## src/rtl/serial_adder_pkg.sv

```systemverilog
// Shared types and constants for the bit-serial adder.
// Latency: n/a (declarations only).
// Backpressure: n/a.
package serial_adder_pkg;

    // Legal operand width range
    localparam int unsigned WIDTH_MIN     = 2;
    localparam int unsigned WIDTH_MAX     = 32;
    localparam int unsigned WIDTH_DEFAULT = 8;

    // Sequencer states
    typedef enum logic [1:0] {
        IDLE = 2'd0,
        BUSY = 2'd1,
        DONE = 2'd2
    } state_t;

endpackage : serial_adder_pkg

```

## src/rtl/fulladder.sv

```systemverilog
// Single-bit full adder cell.
// Latency: combinational, zero cycles.
// Backpressure: none; outputs follow inputs.
module fulladder (
    input  logic a,
    input  logic b,
    input  logic c_in,
    output logic s,
    output logic c_out
);

    logic p;

    // Propagate term, sum, and carry.
    always_comb begin
        p     = a ^ b;
        s     = p ^ c_in;
        c_out = (a & b) | (c_in & p);
    end

endmodule : fulladder

```

## src/rtl/serial_adder.sv

```systemverilog
// Bit-serial WIDTH-bit adder: sequences LSB-first bit pairs through one fulladder cell.
// Latency: WIDTH cycles from the accepted start edge to s/c_out/done.
// Backpressure: start is ignored while busy; no queueing. Accepted in IDLE or DONE.
module serial_adder
    import serial_adder_pkg::*;
#(
    parameter int WIDTH = WIDTH_DEFAULT
) (
    input  logic             clk,
    input  logic             rst_n,
    input  logic             start,
    input  logic [WIDTH-1:0] a,
    input  logic [WIDTH-1:0] b,
    input  logic             c_in,
    output logic             busy,
    output logic             done,
    output logic [WIDTH-1:0] s,
    output logic             c_out
);

    // Reject out-of-range widths at elaboration time.
    if (WIDTH < int'(WIDTH_MIN) || WIDTH > int'(WIDTH_MAX)) begin : g_bad_width
        $error("serial_adder: WIDTH out of legal range");
    end

    localparam int              CNT_W    = $clog2(WIDTH);
    localparam logic [CNT_W-1:0] CNT_LAST = CNT_W'(WIDTH - 1);

    state_t             state;
    state_t             state_nxt;
    logic               load;
    logic               last_bit;

    logic [WIDTH-1:0]   a_sh;
    logic [WIDTH-1:0]   b_sh;
    logic [WIDTH-1:0]   acc;
    logic [WIDTH-1:0]   acc_nxt;
    logic               carry;
    logic [CNT_W-1:0]   cnt;

    logic               fa_s;
    logic               fa_c;

    // The only arithmetic in the block: one bit pair plus the held carry.
    fulladder u_fa (
        .a     (a_sh[0]),
        .b     (b_sh[0]),
        .c_in  (carry),
        .s     (fa_s),
        .c_out (fa_c)
    );

    // Accumulator shifts right; the fresh sum bit enters at the MSB so that
    // after WIDTH shifts the first (LSB) sum bit lands in position 0.
    always_comb begin
        acc_nxt = {fa_s, (WIDTH-1)'(acc >> 1)};
    end

    // Status decodes straight from the registered state.
    always_comb begin
        busy     = (state == BUSY);
        done     = (state == DONE);
        last_bit = (state == BUSY) && (cnt == CNT_LAST);
    end

    // FSM state register.
    always_ff @(posedge clk or negedge rst_n) begin
        if (!rst_n) begin
            state <= IDLE;
        end else begin
            state <= state_nxt;
        end
    end

    // Next-state and operand-load decode; DONE can restart directly.
    always_comb begin
        state_nxt = state;
        load      = 1'b0;
        case (state)
            IDLE: begin
                if (start) begin
                    state_nxt = BUSY;
                    load      = 1'b1;
                end
            end
            BUSY: begin
                if (last_bit) begin
                    state_nxt = DONE;
                end
            end
            DONE: begin
                if (start) begin
                    state_nxt = BUSY;
                    load      = 1'b1;
                end else begin
                    state_nxt = IDLE;
                end
            end
            default: begin
                state_nxt = IDLE;
            end
        endcase
    end

    // Operand shifters, carry FF, accumulator and bit counter.
    always_ff @(posedge clk or negedge rst_n) begin
        if (!rst_n) begin
            a_sh  <= '0;
            b_sh  <= '0;
            acc   <= '0;
            carry <= 1'b0;
            cnt   <= '0;
        end else if (load) begin
            a_sh  <= a;
            b_sh  <= b;
            carry <= c_in;
            cnt   <= '0;
        end else if (state == BUSY) begin
            a_sh  <= a_sh >> 1;
            b_sh  <= b_sh >> 1;
            acc   <= acc_nxt;
            carry <= fa_c;
            cnt   <= cnt + CNT_W'(1);
        end
    end

    // Result registers update only on the DONE-entry edge, so they stay
    // stable for the whole BUSY window.
    always_ff @(posedge clk or negedge rst_n) begin
        if (!rst_n) begin
            s     <= '0;
            c_out <= 1'b0;
        end else if (last_bit) begin
            s     <= acc_nxt;
            c_out <= fa_c;
        end
    end

endmodule : serial_adder

```

## config.mk

```make
export PLATFORM = sky130hd
export DESIGN_NAME = serial_adder
export DESIGN_NICKNAME = d
export VERILOG_FILES = /design/src/rtl/serial_adder_pkg.sv /design/src/rtl/fulladder.sv /design/src/rtl/serial_adder.sv
export SDC_FILE = /design/constraint.sdc
export NUM_CORES = 1
export LEC_CHECK = 0
export CORE_MARGIN = 2
export CORE_UTILIZATION = 30
export CTS_BUF_LIST = sky130_fd_sc_hd__clkbuf_16
export DETAILED_ROUTE_END_ITERATION = 7
export GPL_TIMING_DRIVEN = 0
export HOLD_SLACK_MARGIN = 0.06
export PLACE_DENSITY = 0.61
export SLEW_MARGIN = 5
export SYNTH_ARGS = -nofsm -noshare
export SYNTH_HDL_FRONTEND = slang
export SYNTH_HIERARCHICAL = 1
export SYNTH_SLANG_ARGS = --single-unit
export TNS_END_PERCENT = 5
```

## constraint.sdc

```tcl
create_clock -name clk -period 3.5 [get_ports clk]
set_input_delay 0.525 -clock clk [delete_from_list [all_inputs] [get_ports clk]]
set_output_delay 0.525 -clock clk [all_outputs]
set_load 0.005 [all_outputs]
```

==> flow_summary.yaml, run 1 <==
detailed_routing:
  detail-route-antenna-nets: 0
  post-route-drc-count: 0
  detailedRoute.firstIterationViolations: 26
  total_number_of_vias: 1135
  detailedRoute.firstPassIterationCount: 3
  route.final.wire_length_um: 3499
  avgViaCountPerCell: 4.652
  post_drt_wl_per_cell_um: 14.34
timing:
  finalHoldViolCount: 0
  clock_skew_ns: 0.008229
  fmaxAchievable_mhz: 432.4
  slew_headroom: 0.4299
  finalWorstPathRequiredPeriod_ns: 2.313
  slew_viol_final: 0
  fin_tns_setup_ns: 0
  layout_worst_path_cycle_share: 0.6608
  grt_setup_unrepaired: "false"
  setup-violations-final: 0
  worst-slew-pin-transition_ns: 0.8552
finish:
  drive_above_1_share: 0.2012
  area_delta_synth_final_pct: 28.77
  layout_commonest_cell: "mux2i_1"
  antennaDiodeCount: 0
  seq_area_um2: 950.9
  mostFrequentLayoutCells: "mux2i_1, dfrtp_1, clkdlybuf4s50_1"
  nets: 191
  multi_input_comb_area_um2: 843.3
  fillerInstances: 569
setup_path:
  critPathMaxStageDelay_ns: 0.52
  critical_path.slowest_cell: "clkdlybuf4s50_1"
  path_cells: "buf_6 > buf_12 > nor2b_1 > clkdlybuf4s50_1"
  critical_path.endpoint_type: "output pin"
  timing.critical_path.arrival_ns: 1.79
  timing.setup.critical_path_class: "flip-flop to output pin"
  reg2reg_slack_ns: 1.99
  crit_required_ns: 2.97
  startpoint_type: "flip-flop"
  largest_driver_fanout_on_the_critical_path: 10
synthesis:
  post_synth_and_or_nand_nor_area_fraction: 0.02193
  synthesis.area_um2: 1883
  synth_top_family_by_area: "multiplexers"
  ys_seq_elements: 38
  yosys_warnings: 6
  post_synth_inst_count: 132
  synth.area.mux_share: 0.3754
  synth.distinct_cells: 22
  synthesis.nets: 155
  synth-seq-area-share: 0.5050
  yosys.area_share.adder: 0.02392
  xor_xnor_share_of_the_synthesized_area: 0.004651
  synth-compound-area-share: 0.02193
  syn_avg_cell_area_um2: 14.27
cts:
  clock_tree_from_tritoncts: "built"
  cts_buffer_depth: 2
  total_clock_buffers_created_by_cts: 5
  cts_setup_buffers: 0
  cts_root_buffer: "clkbuf_16"
  post_cts_resize_count: 0
  cts-htree-levels: 2
  post_cts_hold_buffer_count: 0
  path_clk_slew_ns: 0.06
  clock_insertion_delay_worst_skew_ns: 0.28
  cts.sinks: 38
die:
  die_area_um2: 6926
  initial_standard_cell_utilization_of_the_core: 0.3143
  die_y_um: 83.23
  boundaryPins: 31
  rows: 28
  die_width_um: 83.23
  placeableCoreArea_um2: 5991
grt:
  grt_max_degree: 39
  grt.total_usage: 0.1092
  antenna_found_initial: 0
  vias_in_the_first_global_route: 1220
  grt.overflow.total: 0
  grt_pass1_wl_um: 6009
flow_run:
  maxCapViolCount: 0
placement:
  number_of_buffer_cells_added_on_primary_ports: 29
  placer_congestion_estimate: 0.6981
  post-dp-hpwl_um: 2452
power_and_ir_drop:
  power.density_cell_area_nw_per_um2: 842.5
  report.power.total_mw: 2.043
  p_leak_nw: 1.146
  irDropWorstVdd_mv: 0.4306
run_status:
  run_status: "completed"
worst_hold_path:
  worstHoldPathType: "input port to async pin"
-- stage by stage --
step / instances / utilization / hold slack, ns / area, um2 / worst slack, ns
2_1_floorplan: 132 / - / 0.2294 / 1883 / 2.071
3_3_place_gp: 236 / 0.3784 / 0.4856 / 2267 / 1.056
3_5_place_dp: 236 / 0.3776 / 0.4974 / 2262 / 1.485
4_1_cts: 244 / 0.4048 / 0.3972 / 2425 / 1.175
5_1_grt: 244 / 0.4048 / 0.4272 / 2425 / 1.083
6_report: 244 / 0.4048 / 0.3572 / 2425 / 1.187
-- sequential cells by signal (all words and copies together), names as in the netlist --
name,cells
b_sh,8
s,8
state,2
c_out,1
acc,7
a_sh,8
cnt,3
carry,1
-- critical path: cells and delay by family, from the launching register on --
kind	cells	cell delay, ns
AND/OR/NAND/NOR	1	0.18
buffers and inverters	3	0.90
flip-flops	1	0.44
-- cells by family after synthesis --
logic type               after synthesis
AO/OA/AOI/OAI                          6
XOR/XNOR                               1
adder cells (fa/ha/maj)                3
buffers and inverters                 12
flip-flops                            38
multiplexers                          65
AND/OR/NAND/NOR                        7
-- per-layer routing --
| layer | share of wire | track usage | vias up |
|---|---|---|---|
| met3 | 0.053 | 0.03976 | 5 |
| met4 | 0.013 | 0.03577 | 0 |
| met5 | 0 | 0 | - |
| met2 | 0.46 | 0.1679 | 30 |
| li1 | - | - | 543 |
| met1 | 0.48 | 0.1427 | 557 |
-- area by class of cell --
class	instances	area share
Buffer	9	0.03199
Clock buffer	5	0.05160
Timing Repair Buffer	29	0.1176
Tap cell	75	0.03870
Clock inverter	3	0.01548
Sequential cell	38	0.3922
Inverter	3	0.004644
Multi-Input combinational cell	82	0.3478
-- final timing paths --
path,to,startpoint,depth (start not counted)
setup / recovery,done,state[1],4
hold / removal,b_sh[0],rst_n,1
setup reg to reg,s[1],cnt[0],5
hold reg to reg,s[0],acc[1],1
max in group asynchronous,cnt[0],rst_n,1
min in group clk,s[0],acc[1],1
-- synthesized netlist by cell type --
cell	n	area (um2)
a21o_1	1	7.510
a22o_1	2	17.52
buf_12	1	20.02
buf_2	4	20.02
buf_4	2	15.01
buf_6	2	22.52
dfrtp_1	38	950.9
fa_1	1	20.02
ha_1	2	25.02
inv_1	3	11.26
mux2_2	9	101.4
mux2_4	9	135.1
mux2i_1	47	470.5
nand2b_1	1	6.260
nand3_1	2	10.01
nand3b_1	1	7.510
nor2_1	1	3.750
nor2b_1	1	6.260
nor3b_1	1	7.510
o21ai_0	2	10.01
o22ai_1	1	6.260
xnor2_1	1	8.760
-- report_power, final --
part / switching [mW] / internal, mW
clock: 0.171 / 0.331
sequential: 0.141 / 0.645
combinational: 0.273 / 0.483
total: 0.585 / 1.46
No activity file was read; power rests on OpenSTA's default activity.
==> run 2, diff against run 1 <==
PLACE_DENSITY = 0.63   (was 0.61)
clock period = 2.1 ns   (was 3.5 ns; I/O delays follow)
==> run 2 against run 1 <==
  * Critical path depth is the same
  * Non-clock buffer count is the same
  * Power grew 61%
  * Highest routed layer unchanged
==> flow_summary.yaml, run 2 (synthesis results as in run 1) <==
run_status:
  run_status: "completed"
grt:
  grt_pass1_wl_um: 6085
  antenna_found_initial: 0
  grt_max_degree: 39
  vias_in_the_first_global_route: 1241
  grt.overflow.total: 0
  grt.total_usage: 0.1118
placement:
  place_ws_ns: 0.3355
  placedCellCount: 236
  placer_congestion_estimate: 0.6852
  number_of_buffer_cells_added_on_primary_ports: 29
  post-dp-hpwl_um: 2510
flow_run:
  maxCapViolCount: 0
detailed_routing:
  detailedRoute.firstPassIterationCount: 4
  avgViaCountPerCell: 4.693
  total_number_of_vias: 1145
  detail-route-antenna-nets: 0
  route.final.wire_length_um: 3509
  post_drt_wl_per_cell_um: 14.38
  post-route-drc-count: 0
  detailedRoute.firstIterationViolations: 32
power_and_ir_drop:
  p_comb_frac: 0.385
  seqPwrFrac: 0.402
  clockPowerShare: 0.214
  internal_power_mw: 2.310
  netSwitchingFraction: 0.2959
  p_leak_nw: 1.132
  power.density_cell_area_nw_per_um2: 1364
  irDropWorstVdd_mv: 0.6034
  report.power.total_mw: 3.280
  p_switching_mw: 0.9708
cts:
  cts_setup_buffers: 0
  path_clk_slew_ns: 0.05
  total_clock_buffers_created_by_cts: 5
  cts-htree-levels: 2
  clock_insertion_delay_worst_skew_ns: 0.27
  cts.sinks: 38
  post_cts_resize_count: 0
  clock_tree_from_tritoncts: "built"
  post_cts_hold_buffer_count: 0
  cts_root_buffer: "clkbuf_16"
  cts_buffer_depth: 2
die:
  rows: 28
  die_y_um: 83.23
  die_area_um2: 6926
  die_width_um: 83.23
  placeableCoreArea_um2: 5991
  initial_standard_cell_utilization_of_the_core: 0.3143
  boundaryPins: 31
timing:
  setup-violations-final: 0
  slew_headroom: 0.4275
  grt_setup_unrepaired: "false"
  clock_skew_ns: 0.003334
  final.hold.worst_slack_ns: 0.1492
  slew_viol_final: 0
  fmaxAchievable_mhz: 499.9
  finalWorstPathRequiredPeriod_ns: 2.000
  fin_tns_setup_ns: 0
  layout_worst_path_cycle_share: 0.9525
  finalHoldViolCount: 0
  final_critical_path_setup_slack_ns: 0.09966
  worst-slew-pin-transition_ns: 0.8588
setup_path:
  critical_path.slowest_cell: "clkdlybuf4s50_1"
  largest_driver_fanout_on_the_critical_path: 10
  critical_path.endpoint_type: "output pin"
  timing.setup.critical_path_class: "flip-flop to output pin"
  timing.critical_path.max_delay_family: "buffers and inverters"
  crit_required_ns: 1.78
  critPathMaxStageDelay_ns: 0.52
  path_cells: "buf_8 > buf_12 > nor2b_1 > clkdlybuf4s50_1"
  timing.critical_path.arrival_ns: 1.69
  startpoint_type: "flip-flop"
  path_buf_inv: 3
finish:
  drive_above_1_share: 0.2071
  mostFrequentLayoutCells: "mux2i_1, dfrtp_1, clkdlybuf4s50_1"
  layout_commonest_cell: "mux2i_1"
  area_delta_synth_final_pct: 27.71
  fillerInstances: 553
  layout.cells.non_filler: 244
  top_regs: "a_sh x8, b_sh x8, s x8"
  antennaDiodeCount: 0
  nets: 191
worst_hold_path:
  worstHoldPathType: "input port to async pin"
-- run 2: worst register-to-register path, delay by kind of cell, from the launching register on --
family | cells | cell delay (ns)
fa+ha+maj | 2 | 0.40
simple gates | 1 | 0.10
flops | 1 | 0.40
buf+inv | 1 | 0.18
mux | 1 | 0.32
-- run 2: power by group through the flow --
stage | combinational [mW] | sequential (mW) | clock [mW]
after CTS | 1.28 | 1.33 | 0.728
after global placement | 1.22 | 1.30 | 0
after floorplan | 0.892 | 1.27 | 0
final | 1.26 | 1.32 | 0.701
after global routing | 1.38 | 1.37 | 0.758
after detailed placement | 1.28 | 1.33 | 0
-- run 2: path summary, 6_finish.rpt --
| kind | cells after the start | startpoint | slack, ns | to |
|---|---|---|---|---|
| min in group clk | 3 | start | 0.45 | state[0] |
| worst max register to register | 5 | cnt[0] | 0.58 | s[0] |
| max in group asynchronous | 1 | rst_n | 1.36 | state[1] |
| worst min-delay path | 1 | rst_n | 0.15 | acc[1] |
| worst max-delay path | 4 | state[1] | 0.1 | done |
| worst min register to register | 1 | acc[1] | 0.51 | acc[1] |
-- run 2: cell type report --
type / instances / area, um2 / area share
clock buffer: 5 / 125.1 / 0.05203
tap: 75 / 93.84 / 0.03902
sequential: 38 / 952.2 / 0.3959
buffer: 9 / 81.33 / 0.03382
inverter: 3 / 11.26 / 0.004683
multi-input combinational: 82 / 843.3 / 0.3507
timing repair buffer: 29 / 285.3 / 0.1186
clock inverter: 3 / 12.51 / 0.005203
-- run 2: per-stage QoR --
stage,utilization,cell area (um2)
after detailed placement,0.3776,2262
final,0.4014,2405
after floorplan,-,1883
after CTS,0.4006,2400
after global placement,0.3784,2267
after global routing,0.4014,2405
-- run 2: per-layer routing --
layer / wire length (um) / vias to the layer above / part of all wire / global-route usage
li1: - / 543 / - / -
met1: 1497 / 567 / 0.43 / 0.1336
met2: 1757 / 30 / 0.50 / 0.1862
met3: 193 / 5 / 0.055 / 0.03280
met4: 60 / 0 / 0.017 / 0.04918
met5: 0 / - / 0 / 0
